**config.mk**
```make
export PLATFORM = sky130hd
export DESIGN_NAME = keypad_scan_debounce
export DESIGN_NICKNAME = d
export VERILOG_FILES = /design/src/rtl/keypad_scan_debounce.sv
export SDC_FILE = /design/constraint.sdc
export NUM_CORES = 1
export LEC_CHECK = 0
export CAP_MARGIN = 30
export CORE_MARGIN = 5
export CORE_UTILIZATION = 25
export DETAILED_ROUTE_END_ITERATION = 8
export DONT_BUFFER_PORTS = 1
export PLACE_DENSITY = 0.48
export SYNTH_ARGS = -nofsm -noshare
export SYNTH_HDL_FRONTEND = slang
export SYNTH_SLANG_ARGS = --single-unit
```
**constraint.sdc**
```tcl
create_clock -name CLK -period 5.8 [get_ports CLK]
set_input_delay 0.87 -clock CLK [delete_from_list [all_inputs] [get_ports CLK]]
set_output_delay 0.87 -clock CLK [all_outputs]
set_load 0.05 [all_outputs]
```
**src/rtl/keypad_scan_debounce.sv**
```systemverilog
// keypad_scan_debounce: column scanner, row synchroniser and whole-scan debouncer for a 4x4
// keypad. Emits a one-hot key vector (bit 4*row+col), a strobe on each newly accepted key and a
// multi-key flag when the debounced state has more than one key down.
// Build option: define KEYPAD_LATCH_EN to hold the last valid key across releases and strobe on
// every accepted transition into a single-key state.
module keypad_scan_debounce #(
   parameter int unsigned SETTLE_CYCLES  = 1024,
   parameter int unsigned DEBOUNCE_SCANS = 40
) (
   input  logic        CLK,
   input  logic        RST,
   input  logic [3:0]  row_n,
   output logic [3:0]  col_n,
   output logic [15:0] keyout,
   output logic        key_strobe,
   output logic        multi_key
);

   localparam int unsigned SW = $clog2(SETTLE_CYCLES);
   localparam int unsigned CW = $clog2(DEBOUNCE_SCANS + 1);

   localparam logic [SW-1:0] SETTLE_LAST = SW'(SETTLE_CYCLES - 1);
   localparam logic [CW-1:0] STABLE_MAX  = CW'(DEBOUNCE_SCANS);
   localparam logic [CW-1:0] STABLE_PRE  = CW'(DEBOUNCE_SCANS - 1);
   localparam logic          SINGLE_SCAN = (DEBOUNCE_SCANS == 1);

   // IDLE only exists for the one clock after reset so column 0 is driven on the first edge
   localparam logic [1:0] ST_IDLE  = 2'd0;
   localparam logic [1:0] ST_DRIVE = 2'd1;
   localparam logic [1:0] ST_EVAL  = 2'd2;

   logic [3:0]    row_meta_q, row_sync_q;
   logic [1:0]    state_q, state_d;
   logic [1:0]    col_q, col_d;
   logic [SW-1:0] settle_q, settle_d;
   logic [15:0]   snap_q, snap_d;
   logic [15:0]   prev_q, prev_d;
   logic [CW-1:0] stable_q, stable_d;
   logic          accept_q, accept_d;
   logic [15:0]   deb_q, deb_d;
   logic [3:0]    coln_q, coln_d;
   logic [15:0]   keyout_q, keyout_d;
   logic          strobe_q, strobe_d;
   logic          multi_q, multi_d;
   logic          single_q, single_d;
   logic [4:0]    pop;

   // Two-flop synchroniser on the asynchronous row returns; idles at "no row pulled low"
   always_ff @(posedge CLK or posedge RST) begin
      if (RST) begin
         row_meta_q <= 4'b1111;
         row_sync_q <= 4'b1111;
      end else begin
         row_meta_q <= row_n;
         row_sync_q <= row_meta_q;
      end
   end

   // Scan sequencing, per-column snapshot capture and whole-scan stability counting
   always_comb begin
      state_d  = state_q;
      col_d    = col_q;
      settle_d = settle_q;
      snap_d   = snap_q;
      prev_d   = prev_q;
      stable_d = stable_q;
      deb_d    = deb_q;
      coln_d   = coln_q;
      accept_d = 1'b0;
      case (state_q)
         ST_IDLE: begin
            state_d  = ST_DRIVE;
            col_d    = 2'd0;
            settle_d = '0;
            coln_d   = 4'b1110;
         end
         ST_DRIVE: begin
            if (settle_q == SETTLE_LAST) begin
               settle_d = '0;
               for (int r = 0; r < 4; r++) begin
                  snap_d[4*r + int'(col_q)] = ~row_sync_q[r];
               end
               if (col_q == 2'd3) begin
                  state_d = ST_EVAL;
                  col_d   = 2'd0;
                  coln_d  = 4'b1111;
               end else begin
                  col_d  = col_q + 2'd1;
                  coln_d = ~(4'b0001 << col_d);
               end
            end else begin
               settle_d = settle_q + SW'(1);
            end
         end
         ST_EVAL: begin
            state_d = ST_DRIVE;
            coln_d  = 4'b1110;
            if (snap_q == prev_q) begin
               if (stable_q != STABLE_MAX) begin
                  stable_d = stable_q + CW'(1);
               end
               // accept only on the step into DEBOUNCE_SCANS, never while saturated
               accept_d = (stable_q == STABLE_PRE);
            end else begin
               prev_d   = snap_q;
               stable_d = CW'(1);
               accept_d = SINGLE_SCAN;
            end
            if (accept_d) begin
               deb_d = snap_q;
            end
         end
         default: begin
            state_d = ST_IDLE;
            coln_d  = 4'b1111;
         end
      endcase
   end

   // Scanner state registers
   always_ff @(posedge CLK or posedge RST) begin
      if (RST) begin
         state_q  <= ST_IDLE;
         col_q    <= 2'd0;
         settle_q <= '0;
         snap_q   <= 16'h0;
         prev_q   <= 16'h0;
         stable_q <= '0;
         accept_q <= 1'b0;
         deb_q    <= 16'h0;
         coln_q   <= 4'b1111;
      end else begin
         state_q  <= state_d;
         col_q    <= col_d;
         settle_q <= settle_d;
         snap_q   <= snap_d;
         prev_q   <= prev_d;
         stable_q <= stable_d;
         accept_q <= accept_d;
         deb_q    <= deb_d;
         coln_q   <= coln_d;
      end
   end

   // Classify the accepted state by key count and derive the output update
   always_comb begin
      pop = 5'd0;
      for (int i = 0; i < 16; i++) begin
         pop = pop + 5'(deb_q[i]);
      end
      keyout_d = keyout_q;
      multi_d  = multi_q;
      single_d = single_q;
      strobe_d = 1'b0;
      if (accept_q) begin
         if (pop == 5'd1) begin
            keyout_d = deb_q;
            multi_d  = 1'b0;
            single_d = 1'b1;
`ifdef KEYPAD_LATCH_EN
            // a fresh entry into a single-key state strobes even if it matches the held key
            strobe_d = (deb_q != keyout_q) || !single_q;
`else
            strobe_d = (deb_q != keyout_q);
`endif
         end else if (pop == 5'd0) begin
`ifndef KEYPAD_LATCH_EN
            keyout_d = 16'h0;
`endif
            multi_d  = 1'b0;
            single_d = 1'b0;
         end else begin
            // rollover: keep the last key, flag the ambiguity
            multi_d  = 1'b1;
            single_d = 1'b0;
         end
      end
   end

   // Output registers
   always_ff @(posedge CLK or posedge RST) begin
      if (RST) begin
         keyout_q <= 16'h0;
         strobe_q <= 1'b0;
         multi_q  <= 1'b0;
         single_q <= 1'b0;
      end else begin
         keyout_q <= keyout_d;
         strobe_q <= strobe_d;
         multi_q  <= multi_d;
         single_q <= single_d;
      end
   end

   assign col_n      = coln_q;
   assign keyout     = keyout_q;
   assign key_strobe = strobe_q;
   assign multi_key  = multi_q;

endmodule

```
* After elaboration in Yosys (flattened, before gate mapping) *
Index checks and enable logic that the tools add are counted.

storage, ports and cells
  bits in registers = 99
  logic and storage cells = 112

operators by class
  add/subtract/negate cells = 21
  $lt $le $gt $ge = 8
  eq/ne operators = 12
  shifts and indexed selects = 1
  mux-type cells = 34
  bitwise logic cells = 6
  reduce and logical (&&, ||, !) cells = 16

operators with widths
  operator                                                            number
  bitwise mux 16 bit                                                  4
  adder 5 x 1 -> 5 bit                                                11
  two-way mux 16 bit                                                  2
  one-hot mux 10 bit (2 select lines)                                 1
  == test 16 bit                                                      1
  inequality test 16 bit                                              1
  AND reduction 2 bit                                                 7
  demux 1 bit (select 4 bit)                                          3
  two-way mux 6 bit                                                   2
  two-way mux 1 bit                                                   11
  adder 10 x 1 -> 10 bit (second input constant)                      1
  adder 4 x 2 -> 5 bit (first input constant)                         2
  == test 10 bit (second input constant)                              1
  greater-or-equal comparator 5 x 1 -> 1 bit (second input constant)  2
  < comparator 5 bit (second input constant)                          2
  two-way mux 10 bit                                                  1
  two-way mux 2 bit                                                   4
  two-way mux 4 bit                                                   2
  one-hot mux 2 bit (2 select lines)                                  2
  one-hot mux 4 bit (2 select lines)                                  1
  adder 6 x 1 -> 6 bit (second input constant)                        1
  == test 6 bit (second input constant)                               1
  inequality test 6 bit (second input constant)                       1
  adder 4 x 1 -> 5 bit                                                1
  other kinds (23)                                                    33

* Longest topological paths before layout *
  depth in word-level cells = 18
  depth in mapped cells = 16
  depth with buffers taken out = 14

* Least setup slack after synthesis *
Ideal clock, no wire load.

  kind = reg2reg
  start = register deb_q[5]
  end = register keyout_q[0], in the netlist keyout[0]
  arrival = 4,067 ps
  required time = 5,721 ps
  path slack = 1,654 ps
  stages on the path, launching flop included = 16
  buffers on the path = 2
  period minus slack after synthesis = 4,146 ps
  path through = dfrtp_1 > inv_1 > fa_1 > inv_1 > fa_1 > fa_1 > inv_1 > fa_1 > inv_1 > ha_1 > fa_1 > nor2_1 > and4b_1 > buf_2 > buf_2 > mux2i_1

on the way
  cells in the longest elaborated chain, start to end = 14
  elaborated cells between the ends (all ways) = 16
  those cells by class = add/sub (11); eq/ne (1); mux (1); reduce/logical (3)

RTL lines
  what                                                              RTL line  source
  start: declaration                                                40        logic [15:0] deb_q, deb_d;
  start signal: assignment                                          130       deb_q <= 16'h0;
  start signal: assignment                                          140       deb_q <= deb_d;
  adder 5 x 1 -> 5 bit * (11 in series)                             149       pop = pop + 5'(deb_q[i]);
  == test 5 x 1 -> 1 bit / zero test 5 bit (equally long branches)  156, 166
  nonzero test 2 bit (no line)                                      -
  AND reduction 2 bit (no line)                                     -
  end signal: assignment                                            188       keyout_q <= keyout_d;
  end: declaration                                                  42        logic [15:0] keyout_q, keyout_d;

Every way passes the cells marked *; elsewhere a longest branch is shown, timed or not.
A chain may end at the register's enable or synchronous reset.

* Worst setup path in the final report *
  start = register deb_q[5]
  end = register keyout_q[4], in the netlist keyout[4]

The elaborated chain is that of the path after synthesis.

==> reports/summary.txt <==
Status: completed
CTS sink cnt: 99
Die area: 22170 um2
Synth top area share: 45.14%
Cell Rows: 50
M1 WL: 4.486 mm
DR vias: 2915
Psw: 261.3 uW
Combinational cell fraction of total power: 1.1%
#FFs+latches synth: 99
CP Max Fanout: 18
Worst min path class: flop to flop
PnR worst setup slack: 1.251 ns
DIE HEIGHT: 148.9 um
Vias per inst: 4.237
Total track usage: 9.091%
PortBufs: 0
WP data arrival: 4.80 ns
Peak supply drop: 136.7 uV
Layout cells sized above 1: 15.42%
Synthesized Nets: 447
Clk network pwr share: 44.0%
Sequential area share after synthesis: 51.67%
DPL Wire Length: 6.683 mm
GR Overflow Total: 0
Worst-path clk slew: 0.07 ns
P&R area growth vs syn: 11.49%
Resize count post-CTS: 0
FILL cells: 1967
TritonRoute pass-1 iters: 4
Longest Clk Path Bufs: 2
Post-Syn Instances: 419
Die Wd: 148.9 um
Number of CTS-inserted buffers: 9
RSZ-0062 raised after global routing: false
Post-synth top area cell: dfrtp_1
LEAKAGE: 0.002563 uW
Vias in the first global route: 3048
Largest net degree at the start of global routing: 55
Worst Path Required: 6.05 ns
Mapped Avg Cell Area: 11.51 um2
DP Worst Slack: 1.192 ns
Nets: 451
Max-cap violations: 0
Flop pwr share: 54.9%
Metal3 WL: 465 um
First-pass GRT wire length: 15.91 mm
Worst-Skew Late Latency: 0.34 ns
Post-route ant nets: 0
CTS Hold Bufs: 0
Post-CTS setup buffer count: 0
CTS tree: done
Critical Path Source Type: flop
WS Path Type: flop to flop
Initial antenna violation count: 0
Final Setup Violations: 0
Initial core utilization: 25.61%
Clock Skews: 0.005718 ns
Core area: 18830 um2
Int Pwr: 1009 uW
Multi-input gate area: 2110 um2
Slew @ Worst Pin: 0.9914 ns
Routability cong.: 0.7527
Wire per inst: 13.53 um
DRC Markers: 0
Reg area: 2492 um2
Fin crit share: 78.44%
Initial drt markers: 98
Fin Setup TNS: 0 ns
Largest cells by area after synthesis: dfrtp_1 (45%), dfstp_2 (6.5%), xor2_1 (5.8%)
Type of destination of the critical path: flop
Ports: 28
Yosys cell types: 41
Tmin final: 4.549 ns
CTS root buf: clkbuf_16
Slew HR: 33.85%
Syn Std Cell Area: 4823 um2
Metal2 WL: 4.250 mm
Highest clock rate: 219.8 MHz
H-tree lvl count: 3
Sw Share: 20.57%
WL final: 9.307 mm
Final Max Slew Viols: 0
Yosys warns: 0
Hold Violations, Final: 0
Top Metal Used: met4
Antenna Cells: 0
Pwr dens: 236.2 nW/um2
[cell usage in the layout, fill, tap and decap left out, types with 3 or more instances in the layout]
cell type	count
o21a_1	3
dfstp_2	12
nand3_1	7
a31oi_1	4
mux2i_1	20
fa_1	10
nor4_1	4
dfrtp_1	87
nor2_1	16
mux2_4	9
nand2_1	53
nor3_1	7
inv_1	43
nand4_1	4
mux2_1	4
xor2_1	32
clkinv_2	3
clkbuf_16	9
o21ai_0	33
mux2_2	19
nor4_2	5
ha_1	12
a22o_1	4
a21oi_1	3
[final timing paths]
| check | to | cells after the start | slack (ns) | start |
|---|---|---|---|---|
| max reg2reg | keyout[4]$_DFFE_PP0P_ | 13 | 1.25 | deb_q[5]$_DFFE_PP0P_ |
| min | row_sync_q[1]$_DFF_PP1_ | 0 | 0.36 | row_meta_q[1]$_DFF_PP1_ |
| min in group asynchronous | settle_q[8]$_DFFE_PP0P_ | 1 | 0.51 | RST |
| max | keyout[4]$_DFFE_PP0P_ | 13 | 1.25 | deb_q[5]$_DFFE_PP0P_ |
| max in group asynchronous | snap_q[13]$_DFFE_PP0P_ | 2 | 4.23 | RST |
| min reg2reg | row_sync_q[1]$_DFF_PP1_ | 0 | 0.36 | row_meta_q[1]$_DFF_PP1_ |
[kinds of logic (layout without fill, tap and decap cells)]
| logic type | after synthesis | in the layout | synth area share, % |
|---|---|---|---|
| xor+xnor | 32 | 32 | 5.811 |
| fa+ha+maj | 22 | 22 | 7.263 |
| compound gates | 54 | 54 | 6.744 |
| buf+inv | 52 | 61 | 4.591 |
| flops | 99 | 99 | 51.67 |
| simple gates | 108 | 108 | 11.60 |
| mux | 52 | 52 | 12.32 |
[power groups by stage]
| stage | clock network (uW) | logic (uW) | registers (uW) |
|---|---|---|---|
| floorplan | 0 | 9.95 | 709 |
| global placement | 0 | 15.0 | 710 |
| detailed placement | 0 | 15.2 | 710 |
| CTS | 578 | 15.2 | 698 |
| global route | 611 | 17.2 | 698 |
| finish | 559 | 13.7 | 698 |
[state kept, by name, indices dropped and copies added (netlist names)]
signal	flops
multi_key	1
keyout	16
prev_q	16
col_q	2
stable_q	6
col_n	4
snap_q	16
state_q	2
row_meta_q	4
accept_q	1
settle_q	10
deb_q	16
row_sync_q	4
key_strobe	1
[routing by layer]
layer / up-vias / track usage, %
li1: 1420 / -
met1: 1429 / 11.93
met2: 58 / 14.44
met3: 8 / 2.917
met4: 0 / 2.609
met5: - / 0
[layout make-up]
| class | count | area share [%] |
|---|---|---|
| Multi-Input combinational cell | 268 | 39.23 |
| Clock inverter | 3 | 0.2792 |
| Clock buffer | 13 | 4.839 |
| Sequential cell | 99 | 46.35 |
| Tap cell | 260 | 6.049 |
| Inverter | 44 | 3.118 |
| Timing Repair Buffer | 1 | 0.1396 |
[critical path, cell delays in order, from the launching register on]
cell and delay (ns):
dfrtp_1 0.41, inv_1 0.08, fa_1 0.53, inv_1 0.04, fa_1 0.46, fa_1 0.51, inv_1 0.04, fa_1 0.47
inv_1 0.04, ha_1 0.20, fa_1 0.38, o21ai_0 0.14, and4b_1 0.87, mux2i_1 0.28
[through the flow]
stage	total power [uW]	utilization, %	hold WS [ns]	instance area (um2)	instances
finish	1270	28.56	0.3552	5378	688
global route	1326	28.56	0.3597	5378	688
CTS	1291	28.56	0.3566	5378	688
detailed placement	725.6	27.10	0.3472	5102	672
global placement	725.4	27.10	0.3468	5102	672
floorplan	719.3	-	0.3452	4823	419
[cell usage after synthesis]
cell      number
nor2_8         1
nand2_4        1
o21bai_1       2
buf_12         1
nand2b_1       2
o21ai_0       33
fa_1          10
and3_1         1
nor2b_1        2
a21oi_1        3
o31ai_1        1
nand2_1       53
a21o_1         1
mux2_1         4
buf_2          2
nor2_1        16
o21a_1         3
nor4_2         5
ha_1          12
dfstp_2       12
clkbuf_1       4
or3_1          1
and4b_1        1
nand4_4        1
mux2_4         9
a22o_1         4
nor4_1         4
buf_6          1
inv_1         44
a32o_1         2
o31ai_2        1
and2b_2        1
nand4b_1       1
dfrtp_1       87
nand4_1        4
a31oi_1        4
xor2_1        32
mux2_2        19
nor3_1         7
nand3_1        7
mux2i_1       20
(Power assumes the default switching activity.)
